--- src/rtl/bus_uart_if.sv ---
// Bus port of bus_uart: the core's single-cycle memory protocol with registered read data.
interface bus_uart_if;
    logic        enable;
    logic [3:0]  wstrb;
    logic [31:0] addr;
    logic [31:0] wvalue;
    logic [31:0] rvalue;

    modport master (output enable, wstrb, addr, wvalue, input rvalue);
    modport slave  (input enable, wstrb, addr, wvalue, output rvalue);
endinterface

--- src/rtl/bus_uart.sv ---
// Memory-mapped 8N1 UART: TX FIFO plus bit-serial transmitter, optional single-byte receiver.
// Define BUS_UART_RX_EN to build the receiver; otherwise uart_rx_i is ignored.
module bus_uart #(
    parameter int unsigned FIFO_DEPTH  = 16,
    parameter int unsigned DEFAULT_DIV = 217
) (
    input  logic        clk_i,
    input  logic        rst_i,
    bus_uart_if.slave   bus,
    output logic        uart_tx_o,
    input  logic        uart_rx_i
);
    localparam int unsigned PW = $clog2(FIFO_DEPTH);
    localparam logic [PW:0] DepthCnt = (PW + 1)'(FIFO_DEPTH);
    localparam logic [15:0] DivReset = 16'(DEFAULT_DIV);

    localparam logic [1:0] StIdle  = 2'd0;
    localparam logic [1:0] StStart = 2'd1;
    localparam logic [1:0] StData  = 2'd2;
    localparam logic [1:0] StStop  = 2'd3;

    logic        rd, wr, data_rd, push_req, push, pop, ovf_set, status_wr;
    logic [1:0]  sel;
    logic [15:0] div_q;
    logic [31:0] rvalue_q, rdata, status;
    logic        tx_overflow_q;

    logic [7:0]  fifo_q [FIFO_DEPTH];
    logic [PW:0] wptr_q, rptr_q, fifo_count;
    logic        fifo_empty, fifo_full;

    logic [1:0]  tx_state_q;
    logic [15:0] tx_cnt_q, tx_div_q;
    logic [2:0]  tx_bit_q;
    logic [7:0]  tx_shift_q;
    logic        tx_q, tx_tick;

    logic        rx_valid, rx_overrun, rx_frame_err;
    logic [7:0]  rx_data;

    assign sel        = bus.addr[3:2];
    assign rd         = bus.enable && (bus.wstrb == 4'b0000);
    assign wr         = bus.enable && (bus.wstrb != 4'b0000);
    assign data_rd    = rd && (sel == 2'd0);
    assign status_wr  = wr && (sel == 2'd1) && bus.wstrb[0];
    assign push_req   = wr && (sel == 2'd0) && bus.wstrb[0];
    assign fifo_count = wptr_q - rptr_q;
    assign fifo_empty = (fifo_count == '0);
    assign fifo_full  = (fifo_count == DepthCnt);
    // Fullness is taken from registered pointers, so a same-cycle pop cannot make room.
    assign push       = push_req && !fifo_full;
    assign ovf_set    = push_req && fifo_full;
    assign tx_tick    = (tx_cnt_q == 16'd1);
    assign pop        = !fifo_empty &&
                        ((tx_state_q == StIdle) || ((tx_state_q == StStop) && tx_tick));

    assign uart_tx_o  = tx_q;
    assign bus.rvalue = rvalue_q;

    always_ff @(posedge clk_i) begin
        if (push) fifo_q[wptr_q[PW-1:0]] <= bus.wvalue[7:0];
    end

    always_ff @(posedge clk_i or posedge rst_i) begin
        if (rst_i) begin
            wptr_q        <= '0;
            rptr_q        <= '0;
            div_q         <= DivReset;
            tx_overflow_q <= 1'b0;
            rvalue_q      <= '0;
        end else begin
            if (push) wptr_q <= wptr_q + 1'b1;
            if (pop)  rptr_q <= rptr_q + 1'b1;
            if (wr && (sel == 2'd2) && (bus.wstrb[1:0] == 2'b11)) begin
                div_q <= (bus.wvalue[15:0] < 16'd4) ? 16'd4 : bus.wvalue[15:0];
            end
            tx_overflow_q <= ovf_set | (tx_overflow_q & ~(status_wr & bus.wvalue[6]));
            if (rd) rvalue_q <= rdata;
        end
    end

    // Divider is captured per frame so a mid-frame DIVIDER write only affects the next frame.
    always_ff @(posedge clk_i or posedge rst_i) begin
        if (rst_i) begin
            tx_state_q <= StIdle;
            tx_cnt_q   <= '0;
            tx_div_q   <= DivReset;
            tx_bit_q   <= '0;
            tx_shift_q <= '0;
            tx_q       <= 1'b1;
        end else if (pop) begin
            tx_state_q <= StStart;
            tx_cnt_q   <= div_q;
            tx_div_q   <= div_q;
            tx_shift_q <= fifo_q[rptr_q[PW-1:0]];
            tx_q       <= 1'b0;
        end else if (tx_state_q != StIdle) begin
            if (!tx_tick) begin
                tx_cnt_q <= tx_cnt_q - 16'd1;
            end else begin
                tx_cnt_q <= tx_div_q;
                case (tx_state_q)
                    StStart: begin
                        tx_state_q <= StData;
                        tx_bit_q   <= '0;
                        tx_q       <= tx_shift_q[0];
                    end
                    StData: begin
                        if (tx_bit_q == 3'd7) begin
                            tx_state_q <= StStop;
                            tx_q       <= 1'b1;
                        end else begin
                            tx_bit_q   <= tx_bit_q + 3'd1;
                            tx_shift_q <= tx_shift_q >> 1;
                            tx_q       <= tx_shift_q[1];
                        end
                    end
                    default: tx_state_q <= StIdle;
                endcase
            end
        end
    end

`ifdef BUS_UART_RX_EN
    logic [2:0]  rx_sync_q;
    logic [1:0]  rx_state_q;
    logic [15:0] rx_cnt_q, rx_div_q;
    logic [2:0]  rx_bit_q;
    logic [7:0]  rx_shift_q, rx_data_q;
    logic        rx_valid_q, rx_overrun_q, rx_frame_err_q;
    logic        rx_s, rx_tick, rx_done, rx_ferr;

    // rx_sync_q[1] is the synchronised line; rx_sync_q[2] is its previous value for edge detect.
    assign rx_s         = rx_sync_q[1];
    assign rx_tick      = (rx_cnt_q == 16'd1);
    assign rx_done      = (rx_state_q == StStop) && rx_tick && rx_s;
    assign rx_ferr      = (rx_state_q == StStop) && rx_tick && !rx_s;
    assign rx_valid     = rx_valid_q;
    assign rx_overrun   = rx_overrun_q;
    assign rx_frame_err = rx_frame_err_q;
    assign rx_data      = rx_data_q;

    always_ff @(posedge clk_i or posedge rst_i) begin
        if (rst_i) begin
            rx_sync_q      <= 3'b111;
            rx_state_q     <= StIdle;
            rx_cnt_q       <= '0;
            rx_div_q       <= DivReset;
            rx_bit_q       <= '0;
            rx_shift_q     <= '0;
            rx_data_q      <= '0;
            rx_valid_q     <= 1'b0;
            rx_overrun_q   <= 1'b0;
            rx_frame_err_q <= 1'b0;
        end else begin
            rx_sync_q <= {rx_sync_q[1:0], uart_rx_i};
            case (rx_state_q)
                StIdle: begin
                    if (rx_sync_q[2] && !rx_s) begin
                        rx_state_q <= StStart;
                        rx_cnt_q   <= {1'b0, div_q[15:1]};
                        rx_div_q   <= div_q;
                    end
                end
                StStart: begin
                    if (!rx_tick) begin
                        rx_cnt_q <= rx_cnt_q - 16'd1;
                    end else if (rx_s) begin
                        rx_state_q <= StIdle;
                    end else begin
                        rx_state_q <= StData;
                        rx_cnt_q   <= rx_div_q;
                        rx_bit_q   <= '0;
                    end
                end
                StData: begin
                    if (!rx_tick) begin
                        rx_cnt_q <= rx_cnt_q - 16'd1;
                    end else begin
                        rx_shift_q <= {rx_s, rx_shift_q[7:1]};
                        rx_cnt_q   <= rx_div_q;
                        rx_bit_q   <= rx_bit_q + 3'd1;
                        if (rx_bit_q == 3'd7) rx_state_q <= StStop;
                    end
                end
                default: begin
                    if (!rx_tick) rx_cnt_q <= rx_cnt_q - 16'd1;
                    else          rx_state_q <= StIdle;
                end
            endcase
            // A completing byte beats a same-cycle DATA read; the read still returns the old byte.
            if (rx_done) begin
                rx_data_q  <= rx_shift_q;
                rx_valid_q <= 1'b1;
            end else if (data_rd) begin
                rx_valid_q <= 1'b0;
            end
            rx_overrun_q   <= (rx_done & rx_valid_q) |
                              (rx_overrun_q & ~(status_wr & bus.wvalue[4]));
            rx_frame_err_q <= rx_ferr | (rx_frame_err_q & ~(status_wr & bus.wvalue[5]));
        end
    end
`else
    logic unused_rx;
    assign unused_rx    = uart_rx_i;
    assign rx_valid     = 1'b0;
    assign rx_overrun   = 1'b0;
    assign rx_frame_err = 1'b0;
    assign rx_data      = 8'h00;
`endif

    logic unused_bus;
    assign unused_bus = ^{bus.addr[31:4], bus.addr[1:0], bus.wvalue[31:16]};

    always_comb begin
        status       = '0;
        status[0]    = fifo_empty;
        status[1]    = fifo_full;
        status[2]    = (tx_state_q != StIdle);
        status[3]    = rx_valid;
        status[4]    = rx_overrun;
        status[5]    = rx_frame_err;
        status[6]    = tx_overflow_q;
        status[12:8] = 5'(fifo_count);
        case (sel)
            2'd0:    rdata = {24'b0, rx_data};
            2'd1:    rdata = status;
            2'd2:    rdata = {16'b0, div_q};
            default: rdata = '0;
        endcase
    end
endmodule

--- src/flat_wrapper.sv ---
// flat-port wrapper written by rule: the top's interface ports become plain ports
module bus_uart_flat 
#(
    parameter int unsigned FIFO_DEPTH  = 16,
    parameter int unsigned DEFAULT_DIV = 217
)
  (clk_i, rst_i, uart_tx_o, uart_rx_i, bus_enable, bus_wstrb, bus_addr, bus_wvalue, bus_rvalue);
  bus_uart_if bus_i ();
  input  logic clk_i;
  input  logic rst_i;
  output logic uart_tx_o;
  input  logic uart_rx_i;
  input wire logic [$bits(bus_i.enable)-1:0] bus_enable;
  input wire logic [$bits(bus_i.wstrb)-1:0] bus_wstrb;
  input wire logic [$bits(bus_i.addr)-1:0] bus_addr;
  input wire logic [$bits(bus_i.wvalue)-1:0] bus_wvalue;
  output wire logic [$bits(bus_i.rvalue)-1:0] bus_rvalue;
  assign bus_i.enable = bus_enable;
  assign bus_i.wstrb = bus_wstrb;
  assign bus_i.addr = bus_addr;
  assign bus_i.wvalue = bus_wvalue;
  assign bus_rvalue = bus_i.rvalue;
  bus_uart #(.FIFO_DEPTH(FIFO_DEPTH), .DEFAULT_DIV(DEFAULT_DIV)) u_core (.clk_i(clk_i), .rst_i(rst_i), .bus(bus_i), .uart_tx_o(uart_tx_o), .uart_rx_i(uart_rx_i));
endmodule
--- config.mk ---
export PLATFORM = sky130hd
export DESIGN_NAME = bus_uart_flat
export DESIGN_NICKNAME = d
export VERILOG_FILES = /design/src/rtl/bus_uart_if.sv /design/src/rtl/bus_uart.sv /design/src/flat_wrapper.sv
export SDC_FILE = /design/constraint.sdc
export NUM_CORES = 1
export LEC_CHECK = 0
export CORE_ASPECT_RATIO = 1.1
export CORE_MARGIN = 10
export CORE_UTILIZATION = 42
export CTS_CLUSTER_DIAMETER = 60
export CTS_CLUSTER_SIZE = 30
export DETAILED_ROUTE_END_ITERATION = 6
export PLACE_DENSITY_LB_ADDON = 0.2
export SYNTH_ARGS = -nofsm -noshare
export SYNTH_HDL_FRONTEND = slang
export SYNTH_SLANG_ARGS = --single-unit
export TNS_END_PERCENT = 1
--- constraint.sdc ---
create_clock -name clk_i -period 7.5 [get_ports clk_i]
set_input_delay 1.5 -clock clk_i [delete_from_list [all_inputs] [get_ports clk_i]]
set_output_delay 1.5 -clock clk_i [all_outputs]
set_load 0.05 [all_outputs]
==> results of run 1 <==
[cell usage in the layout (no fill, tap or decap), drive strengths merged, types with 19 or more instances in the layout]
cell	count
edfxtp	128
nand2	110
dfrtp	78
clkdlybuf4s50	41
mux4	40
o21ai	36
nor2	35
inv	24
ha	19
clkbuf	19
[kinds of logic (layout without fill, tap and decap cells)]
kind of cell             after synthesis  after routing  share of synthesized area
flip-flops                           217            217                      0.626
AND/OR/NAND/NOR                      206            206                     0.0990
AO/OA/AOI/OAI                        106            106                     0.0752
buffers and inverters                 68             96                     0.0346
multiplexers                          62             62                      0.117
XOR/XNOR                              23             23                     0.0207
adder cells (fa/ha/maj)               20             20                     0.0265
other                                  1             16                   0.000386
[state kept, by name (all words and copies together) (netlist names)]
name,cells
u_core.bus.rvalue,16
u_core.div_q,16
u_core.fifo_q,128
u_core.rptr_q,5
u_core.tx_bit_q,3
u_core.tx_cnt_q,16
u_core.tx_div_q,16
u_core.tx_overflow_q,1
u_core.tx_shift_q,8
u_core.tx_state_q,2
u_core.uart_tx_o,1
u_core.wptr_q,5
[worst max-delay path: stages (launching register included)]
cell,delay [ns]
dfrtp_2,0.39
buf_4,0.33
ha_1,0.34
fa_1,0.43
xnor2_1,0.49
a211o_1,0.20
nand2_1,0.16
a21oi_1,0.95
and3_1,0.60
[per-layer routing]
layer / GRT usage / up-vias / wire length (um)
li1: - / 2655 / -
met1: 0.175 / 2861 / 8700
met2: 0.240 / 95 / 10700
met3: 0.0226 / 43 / 714
met4: 0.0539 / 0 / 749
met5: 0 / - / 0
[how the worst min path moves through the flow]
stage / cells after the start / start / slack [ns] / endpoint
finish: 2 / u_core.tx_div_q[6]$_DFFE_PP1P_ / 0.46 / u_core.tx_div_q[6]$_DFFE_PP1P_
global route: 2 / u_core.tx_div_q[7]$_DFFE_PP1P_ / 0.48 / u_core.tx_div_q[7]$_DFFE_PP1P_
CTS: 2 / u_core.tx_div_q[3]$_DFFE_PP1P_ / 0.46 / u_core.tx_div_q[3]$_DFFE_PP1P_
detailed placement: 2 / u_core.tx_div_q[3]$_DFFE_PP1P_ / 0.45 / u_core.tx_div_q[3]$_DFFE_PP1P_
global placement: 2 / u_core.tx_div_q[7]$_DFFE_PP1P_ / 0.45 / u_core.tx_div_q[7]$_DFFE_PP1P_
floorplan: 2 / u_core.tx_div_q[0]$_DFFE_PP1P_ / 0.44 / u_core.tx_div_q[0]$_DFFE_PP1P_
[power groups by stage]
stage,clock [W],sequential [W],combinational (W)
floorplan,0,0.00163,0.00108
global placement,0,0.00164,0.00140
detailed placement,0,0.00164,0.00144
CTS,0.000962,0.00162,0.00145
global route,0.00100,0.00164,0.00158
finish,0.000937,0.00162,0.00144
[area by class of cell]
class | count | area, sq um | share of cell area
sequential | 217 | 6090 | 0.557
multi-input combinational | 433 | 3350 | 0.307
tap | 300 | 375 | 0.0343
clock inverter | 9 | 133 | 0.0121
inverter | 19 | 72.6 | 0.00664
clock buffer | 19 | 443 | 0.0405
timing repair buffer | 49 | 470 | 0.0430
[metrics by stage]
| step | utilization | setup WS (ns) | total power (W) | instances |
|---|---|---|---|---|
| global route | 0.480 | 2.84 | 0.00423 | 1046 |
| detailed placement | 0.454 | 3.16 | 0.00309 | 1018 |
| CTS | 0.480 | 3.19 | 0.00403 | 1046 |
| finish | 0.480 | 3.23 | 0.00399 | 1046 |
| floorplan | - | 3.71 | 0.00271 | 718 |
| global placement | 0.454 | 3.26 | 0.00304 | 1018 |
==> impl_metrics.yaml, run 1 <==
pwr:
  switching_share: 0.365
  power-per-cell-area_nw_per_um2: 365
  internal-power_w: 0.00254
  ir_worst_vdd_mv: 0.244
  p_switching_w: 0.00146
  leakage_nw: 4.16
  clock_power_share: 0.235
  p_comb_frac: 0.360
  seqPwrFrac: 0.405
clocking:
  cts_tree: "done"
  clk_latency_ns: 0.51
  postCtsSetupRepairBufs: 0
  cts_buffers: 16
  cts_resized: 0
  cts_hold_buffers: 0
  clock_tree.root_cell: "clkbuf_16"
  htree_levels: 1
  clockBufferDepth: 3
  cts.sinks: 217
  clk_pin_slew_ns: 0.07
sta:
  min_period_over_period: 0.569
  fin_tns_setup_ns: 0
  maxSlewHeadroom: 0.184
  hold_viol: 0
  fmax_mhz: 234
  hold_slack_ns: 0.463
  setup_viol: 0
  drv_slew: 0
  min_period_ns: 4.27
  skew_ns: 0.0438
  worst_pin_slew_ns: 1.21
  rsz0062_at_grt: "no"
synthesis:
  synth_ff_type: "edfxtp_1"
  ys_top_cells_by_count: "edfxtp_1 (128), nand2_1 (110), dfrtp_1 (78), mux4_2 (40), o21ai_0 (36)"
  synthTopCellsByArea: "edfxtp_1 (40%), dfrtp_1 (20%), mux4_2 (9.3%), nand2_1 (4.2%), dfstp_2 (3.0%)"
  async_flop_share: 0.410
  synth_cells: 703
  ys_seq_area_frac: 0.626
  netlist_area_sq_um: 9720
  yosysMostFrequentCell: "edfxtp_1"
  syn_avg_cell_area_sq_um: 13.8
  yosysTopAreaCell: "edfxtp_1"
  synth.distinct_cells: 64
  post-synth-top-area-fraction: 0.396
  synth_edf_count: 128
  ys_ff_latch: 217
  yosysWarnings: 0
detailed_routing:
  routed_via_density: 5.41
  dr_total_vias: 5654
  wl_per_cell_um: 20.0
  finalWirelength_um: 20900
  antenna_left: 0
  first_iter_violations: 317
  drcViolationCount: 0
  first_pass_iters: 4
critical_path:
  critical_path_class: "flop to flop"
  crit_path_start: "u_core.rptr_q[0]$_DFFE_PP0P_"
  cp-start-kind: "flop"
  reg2regPathDepth: 8
  cp.required_ns: 7.61
  endpoint_kind: "flop"
  crit_arrival_ns: 4.38
  cp_max_fo: 36
  r2r_end: "u_core.fifo_q[11][3]$_DFFE_PP_"
  rrSetupSlack_ns: 3.23
  rr_startpoint: "u_core.rptr_q[0]$_DFFE_PP0P_"
  endpoint: "u_core.fifo_q[11][3]$_DFFE_PP_"
global_routing:
  grt_pass1_wl_um: 33500
  grt_max_degree: 58
  antenna_found_initial: 0
  grt.overflow.total: 0
  grt_usage: 0.141
  grt_pass1_vias: 6038
placed_design:
  port_buffers: 41
  place_hpwl_um: 14400
  dpl_cell_area_sq_um: 10400
  gp_congestion: 0.793
floorplanning:
  initial_core_util: 0.426
  fp.dieArea_sq_um: 29600
  core_sq_um: 22800
  num_io_pins: 105
  die-width_um: 165
  die_h_um: 180
  fp-row-count: 58
final_layout:
  antenna_cells: 0
  num-fill-cells: 1999
  area_delta_synth_final_pct: 12.5
  stdcell_area_sq_um: 10900
  drive_gt1_frac: 0.151
  nets: 828
worst_hold_path:
  hold_class: "flop to flop"
job:
  maxCapViolations: 0
run_status:
  status: "completed"
(Power assumes the default switching activity.)
==> inputs of run 2 (changes only) <==
Clock period 7.5 ns to 3.96 ns, I/O delays scaled along.
==> run 2 against run 1 <==
Against the previous run:
- core utilization increased by 0.52 points
- largest power group unchanged
- register-to-register slack worse by 2.7 ns
- critical path type unchanged
- worst hold slack improved by 0.0015 ns
- largest cell class unchanged
- sequential share of layout area decreased by 0.59 points
- highest routed layer unchanged
==> impl_metrics.yaml, run 2 (same netlist as run 1, synthesis figures left out) <==
final_layout:
  nets: 839
  num-fill-cells: 2031
  drive_gt1_frac: 0.165
  finalNonFillerCells: 1057
  layout_common_cells: "edfxtp_1 (128), nand2_1 (110), dfrtp_1 (77)"
  largest_register_ffs: 128
  area_delta_synth_final_pct: 13.7
  stdcell_area_sq_um: 11000
  layout_commonest_cell: "edfxtp_1"
  antenna_cells: 0
clocking:
  cts_tree: "done"
  cts.sinks: 217
  clockBufferDepth: 3
  htree_levels: 1
  cts_hold_buffers: 0
  postCtsSetupRepairBufs: 0
  cts_resized: 0
  clock_tree.root_cell: "clkbuf_16"
  clk_latency_ns: 0.50
  cts_buffers: 16
  clk_pin_slew_ns: 0.09
run_status:
  status: "completed"
placed_design:
  gp_congestion: 0.842
  dpl_cell_area_sq_um: 10400
  pre_cts_ws_ns: 0.595
  dp_cells: 1029
  place_hpwl_um: 14800
  port_buffers: 41
pwr:
  clock_power_share: 0.241
  internal-power_w: 0.00485
  seqPwrFrac: 0.396
  p_switching_w: 0.00286
  leakage_nw: 4.23
  switching_share: 0.371
  power-per-cell-area_nw_per_um2: 698
  p_comb_frac: 0.364
  ir_worst_vdd_mv: 0.483
global_routing:
  grt_max_degree: 50
  met3_usage: 0.0208
  met2_usage: 0.250
  grt.overflow.total: 0
  grt_pass1_vias: 5980
  grt_usage: 0.143
  busiest_layer: "met2"
  grt_pass1_wl_um: 34000
  antenna_found_initial: 0
  grt_use_met1: 0.183
sta:
  rsz0062_at_grt: "no"
  setup_viol: 0
  hold_viol: 0
  drv_slew: 0
  fin_tns_setup_ns: 0
  skew_ns: 0.0201
  min_period_over_period: 0.862
  fmax_mhz: 293
  worst_pin_slew_ns: 0.845
  min_period_ns: 3.41
  fin_ws_ns: 0.547
  maxSlewHeadroom: 0.437
floorplanning:
  core_sq_um: 22800
  die_h_um: 180
  initial_core_util: 0.426
  fp.dieArea_sq_um: 29600
  fp-row-count: 58
  die-width_um: 165
  num_io_pins: 105
detailed_routing:
  routed_via_density: 5.43
  drcViolationCount: 0
  first_iter_violations: 463
  first_pass_iters: 5
  wl_per_cell_um: 19.9
  antenna_left: 0
  finalWirelength_um: 21000
  dr_total_vias: 5742
worst_hold_path:
  worst_hold_path.num_cells: 2
  hold_path_end: "u_core.tx_div_q[6]$_DFFE_PP1P_"
  holdCritStartpoint: "u_core.tx_div_q[6]$_DFFE_PP1P_"
  hold_class: "flop to flop"
job:
  maxCapViolations: 0
critical_path:
  endpoint_kind: "flop"
  cp_max_fo: 20
  critical_path_class: "flop to flop"
  rr_startpoint: "u_core.wptr_q[0]$_DFFE_PP0P_"
  cp.required_ns: 4.10
  rrSetupSlack_ns: 0.55
  r2r_end: "u_core.fifo_q[15][7]$_DFFE_PP_"
  crit_arrival_ns: 3.55
  cp-start-kind: "flop"
  reg2regPathDepth: 9
## run 2: cell type report
type | count | area [sq um] | area share
Clock buffer | 17 | 425 | 0.0385
Clock inverter | 11 | 185 | 0.0168
Inverter | 19 | 72.6 | 0.00657
Multi-Input combinational cell | 433 | 3350 | 0.303
Sequential cell | 217 | 6090 | 0.551
Tap cell | 300 | 375 | 0.0340
Timing Repair Buffer | 60 | 553 | 0.0501
## run 2: power groups by stage
stage / combinational (W) / clock (W) / sequential (W)
after global placement: 0.00272 / 0 / 0.00308
after detailed placement: 0.00281 / 0 / 0.00310
final: 0.00281 / 0.00186 / 0.00305
after global routing: 0.00309 / 0.00200 / 0.00310
after CTS: 0.00282 / 0.00190 / 0.00305
after floorplan: 0.00205 / 0 / 0.00309
## run 2: per-layer routing
layer | part of all wire | vias to the layer above
met4 | 0.017 | 0
met1 | 0.41 | 2944
met2 | 0.53 | 102
li1 | - | 2670
met3 | 0.035 | 26
met5 | 0 | -
## run 2: stage by stage
stage / power [W] / hold slack (ns) / utilization
global placement: 0.00580 / 0.447 / 0.458
global route: 0.00819 / 0.499 / 0.485
detailed placement: 0.00590 / 0.449 / 0.458
CTS: 0.00777 / 0.463 / 0.485
finish: 0.00772 / 0.465 / 0.485
floorplan: 0.00513 / 0.437 / -
## run 2: worst max-delay path, cell delays in order, from the launching register on
cell and delay [ns]:
dfrtp_1 0.40, inv_1 0.11, ha_1 0.22, fa_1 0.44, xnor2_1 0.53, a211o_1 0.20
nand2_1 0.19, a21oi_1 0.20, buf_4 0.23, and3_1 0.53
## run 2: how the worst max path moves through the flow
| stage | start | endpoint | slack [ns] | depth (start not counted) |
|---|---|---|---|---|
| final | u_core.wptr_q[0]$_DFFE_PP0P_ | u_core.fifo_q[15][7]$_DFFE_PP_ | 0.55 | 9 |
| after global routing | u_core.wptr_q[0]$_DFFE_PP0P_ | u_core.fifo_q[12][3]$_DFFE_PP_ | 0.36 | 9 |
| after CTS | u_core.wptr_q[0]$_DFFE_PP0P_ | u_core.fifo_q[15][2]$_DFFE_PP_ | 0.57 | 9 |
| after detailed placement | u_core.wptr_q[0]$_DFFE_PP0P_ | u_core.fifo_q[15][0]$_DFFE_PP_ | 0.59 | 9 |
| after global placement | u_core.wptr_q[0]$_DFFE_PP0P_ | u_core.fifo_q[15][0]$_DFFE_PP_ | 0.69 | 9 |
| after floorplan | u_core.rptr_q[2]$_DFFE_PP0P_ | u_core.fifo_q[3][0]$_DFFE_PP_ | 0.66 | 10 |
==> inputs of run 3 (changes only) <==
Settings changed: CTS_CLUSTER_DIAMETER 60 to unset, GPL_TIMING_DRIVEN set to 0.
==> run 3 against run 2 <==
Against the previous run:
- via count up 4.7%
- routed wire length up 12%
- critical path depth is 1 higher
- combinational power up 3%
- register-to-register slack got worse by 0.26 ns
==> impl_metrics.yaml, run 3 (same netlist as run 1, synthesis figures left out) <==
final_layout:
  layout_commonest_cell: "edfxtp_1"
  antenna_cells: 0
  layout_common_cells: "edfxtp_1 (128), nand2_1 (110), dfrtp_1 (78)"
  stdcell_area_sq_um: 11400
  area_delta_synth_final_pct: 17.3
  largest_register_ffs: 128
  finalNonFillerCells: 1103
  drive_gt1_frac: 0.172
  nets: 877
run_status:
  status: "completed"
pwr:
  p_comb_frac: 0.350
  internal-power_w: 0.00531
  power-per-cell-area_nw_per_um2: 724
  clock_power_share: 0.274
  leakage_nw: 4.40
  ir_worst_vdd_mv: 0.420
  seqPwrFrac: 0.376
  switching_share: 0.356
  p_switching_w: 0.00294
placed_design:
  gp_congestion: 0.866
  pre_cts_ws_ns: -0.520
  port_buffers: 41
  dp_cells: 1060
  place_hpwl_um: 16700
  dpl_cell_area_sq_um: 10600
sta:
  maxSlewHeadroom: 0.413
  setup_viol: 0
  hold_slack_ns: 0.459
  drv_slew: 0
  hold_viol: 0
  min_period_ns: 3.67
  fmax_mhz: 272
  min_period_over_period: 0.927
  rsz0062_at_grt: "no"
  fin_ws_ns: 0.290
  skew_ns: 0.0358
  worst_pin_slew_ns: 0.878
detailed_routing:
  drcViolationCount: 0
  antenna_left: 0
  finalWirelength_um: 23500
  dr_total_vias: 6013
  first_pass_iters: 5
  first_iter_violations: 557
  wl_per_cell_um: 21.3
  routed_via_density: 5.45
global_routing:
  antenna_found_initial: 0
  grt_usage: 0.161
  grt_pass1_vias: 6477
  grt_pass1_wl_um: 37400
  grt_max_degree: 51
  grt.overflow.total: 0
floorplanning:
  die_h_um: 180
  initial_core_util: 0.426
  fp.dieArea_sq_um: 29600
  core_sq_um: 22800
  die-width_um: 165
  fp-row-count: 58
  num_io_pins: 105
job:
  maxCapViolations: 0
critical_path:
  cp.required_ns: 4.13
  cp_max_fo: 10
  reg2regPathDepth: 10
  rr_startpoint: "u_core.wptr_q[0]$_DFFE_PP0P_"
  r2r_end: "u_core.fifo_q[3][7]$_DFFE_PP_"
  rrSetupSlack_ns: 0.29
  critical_path_class: "flop to flop"
  crit_arrival_ns: 3.84
  endpoint_kind: "flop"
  cp-start-kind: "flop"
clocking:
  cts_tree: "done"
  cts.sinks: 217
  postCtsSetupRepairBufs: 0
  clockBufferDepth: 3
  clk_latency_ns: 0.53
  clock_tree.root_cell: "clkbuf_16"
  htree_levels: 1
  cts_buffers: 24
  clk_pin_slew_ns: 0.06
worst_hold_path:
  hold_path_end: "u_core.tx_div_q[0]$_DFFE_PP1P_"
  worst_hold_path.num_cells: 2
  hold_class: "flop to flop"
  holdCritStartpoint: "u_core.tx_div_q[0]$_DFFE_PP1P_"
## run 3: changes by cell type in the layout (fill, tap and decap cells not counted), sizes merged
cell / before / now
bufinv: 1 / 4
clkbuf: 17 / 50
clkinv: 4 / 9
clkinvlp: 0 / 1
inv: 25 / 20
buf: 19 / 28
## run 3: worst max path at each step
stage / cells after the start / startpoint / slack, ns / to
after floorplan: 10 / u_core.rptr_q[2]$_DFFE_PP0P_ / 0.66 / u_core.fifo_q[3][0]$_DFFE_PP_
after global placement: 11 / u_core.rptr_q[1]$_DFFE_PP0P_ / -0.47 / u_core.fifo_q[3][2]$_DFFE_PP_
after detailed placement: 11 / u_core.rptr_q[1]$_DFFE_PP0P_ / -0.52 / u_core.fifo_q[3][2]$_DFFE_PP_
after CTS: 9 / u_core.rptr_q[2]$_DFFE_PP0P_ / 0.1 / u_core.fifo_q[15][7]$_DFFE_PP_
after global routing: 11 / u_core.rptr_q[1]$_DFFE_PP0P_ / 0.03 / u_core.fifo_q[3][0]$_DFFE_PP_
final: 10 / u_core.wptr_q[0]$_DFFE_PP0P_ / 0.29 / u_core.fifo_q[3][7]$_DFFE_PP_
## run 3: cell type report
cell class	count	area, sq um
well taps	300	375
inverters	19	73.8
clock buffers	29	619
multi-input cells	433	3360
plain buffers	48	263
flip-flops and latches	217	6080
fillers	1966	11400
clock inverters	15	184
repair buffers	42	438
## run 3: routing by layer
metal,global-route usage,share of wire,vias to the layer above
li1,-,-,2765
met1,0.198,0.40,3053
met2,0.279,0.53,143
met3,0.0261,0.044,52
met4,0.0528,0.029,0
met5,0,0,-
## run 3: metrics by stage
step	utilization	power [W]	TNS, ns
finish	0.500	0.00825	0
global route	0.500	0.00872	0
CTS	0.500	0.00832	0
detailed placement	0.465	0.00603	-4.16
global placement	0.463	0.00593	-38.60
floorplan	-	0.00513	0
## run 3: critical path, cell delays in order (launching register included)
cell,delay (ns)
dfrtp_1,0.40
inv_1,0.13
ha_1,0.23
fa_1,0.44
xnor2_1,0.49
a211o_1,0.20
nand2_1,0.18
a21oi_1,0.31
clkbuf_1,0.31
nand2_1,0.19
nor3_4,0.41
## run 3: power groups by stage
stage | Clock (W) | Sequential (W) | Combinational (W)
global route | 0.00241 | 0.00315 | 0.00316
detailed placement | 0 | 0.00311 | 0.00292
global placement | 0 | 0.00309 | 0.00284
finish | 0.00226 | 0.00310 | 0.00289
floorplan | 0 | 0.00309 | 0.00205
CTS | 0.00231 | 0.00308 | 0.00293
## run 3: timing repair
item / 4_1_cts / 5_1_grt
hold buffers: 0 / 0
endpoints found under the setup margin: 8 / 113
resized for setup: 3 / 0
pin swaps: 0 / 0
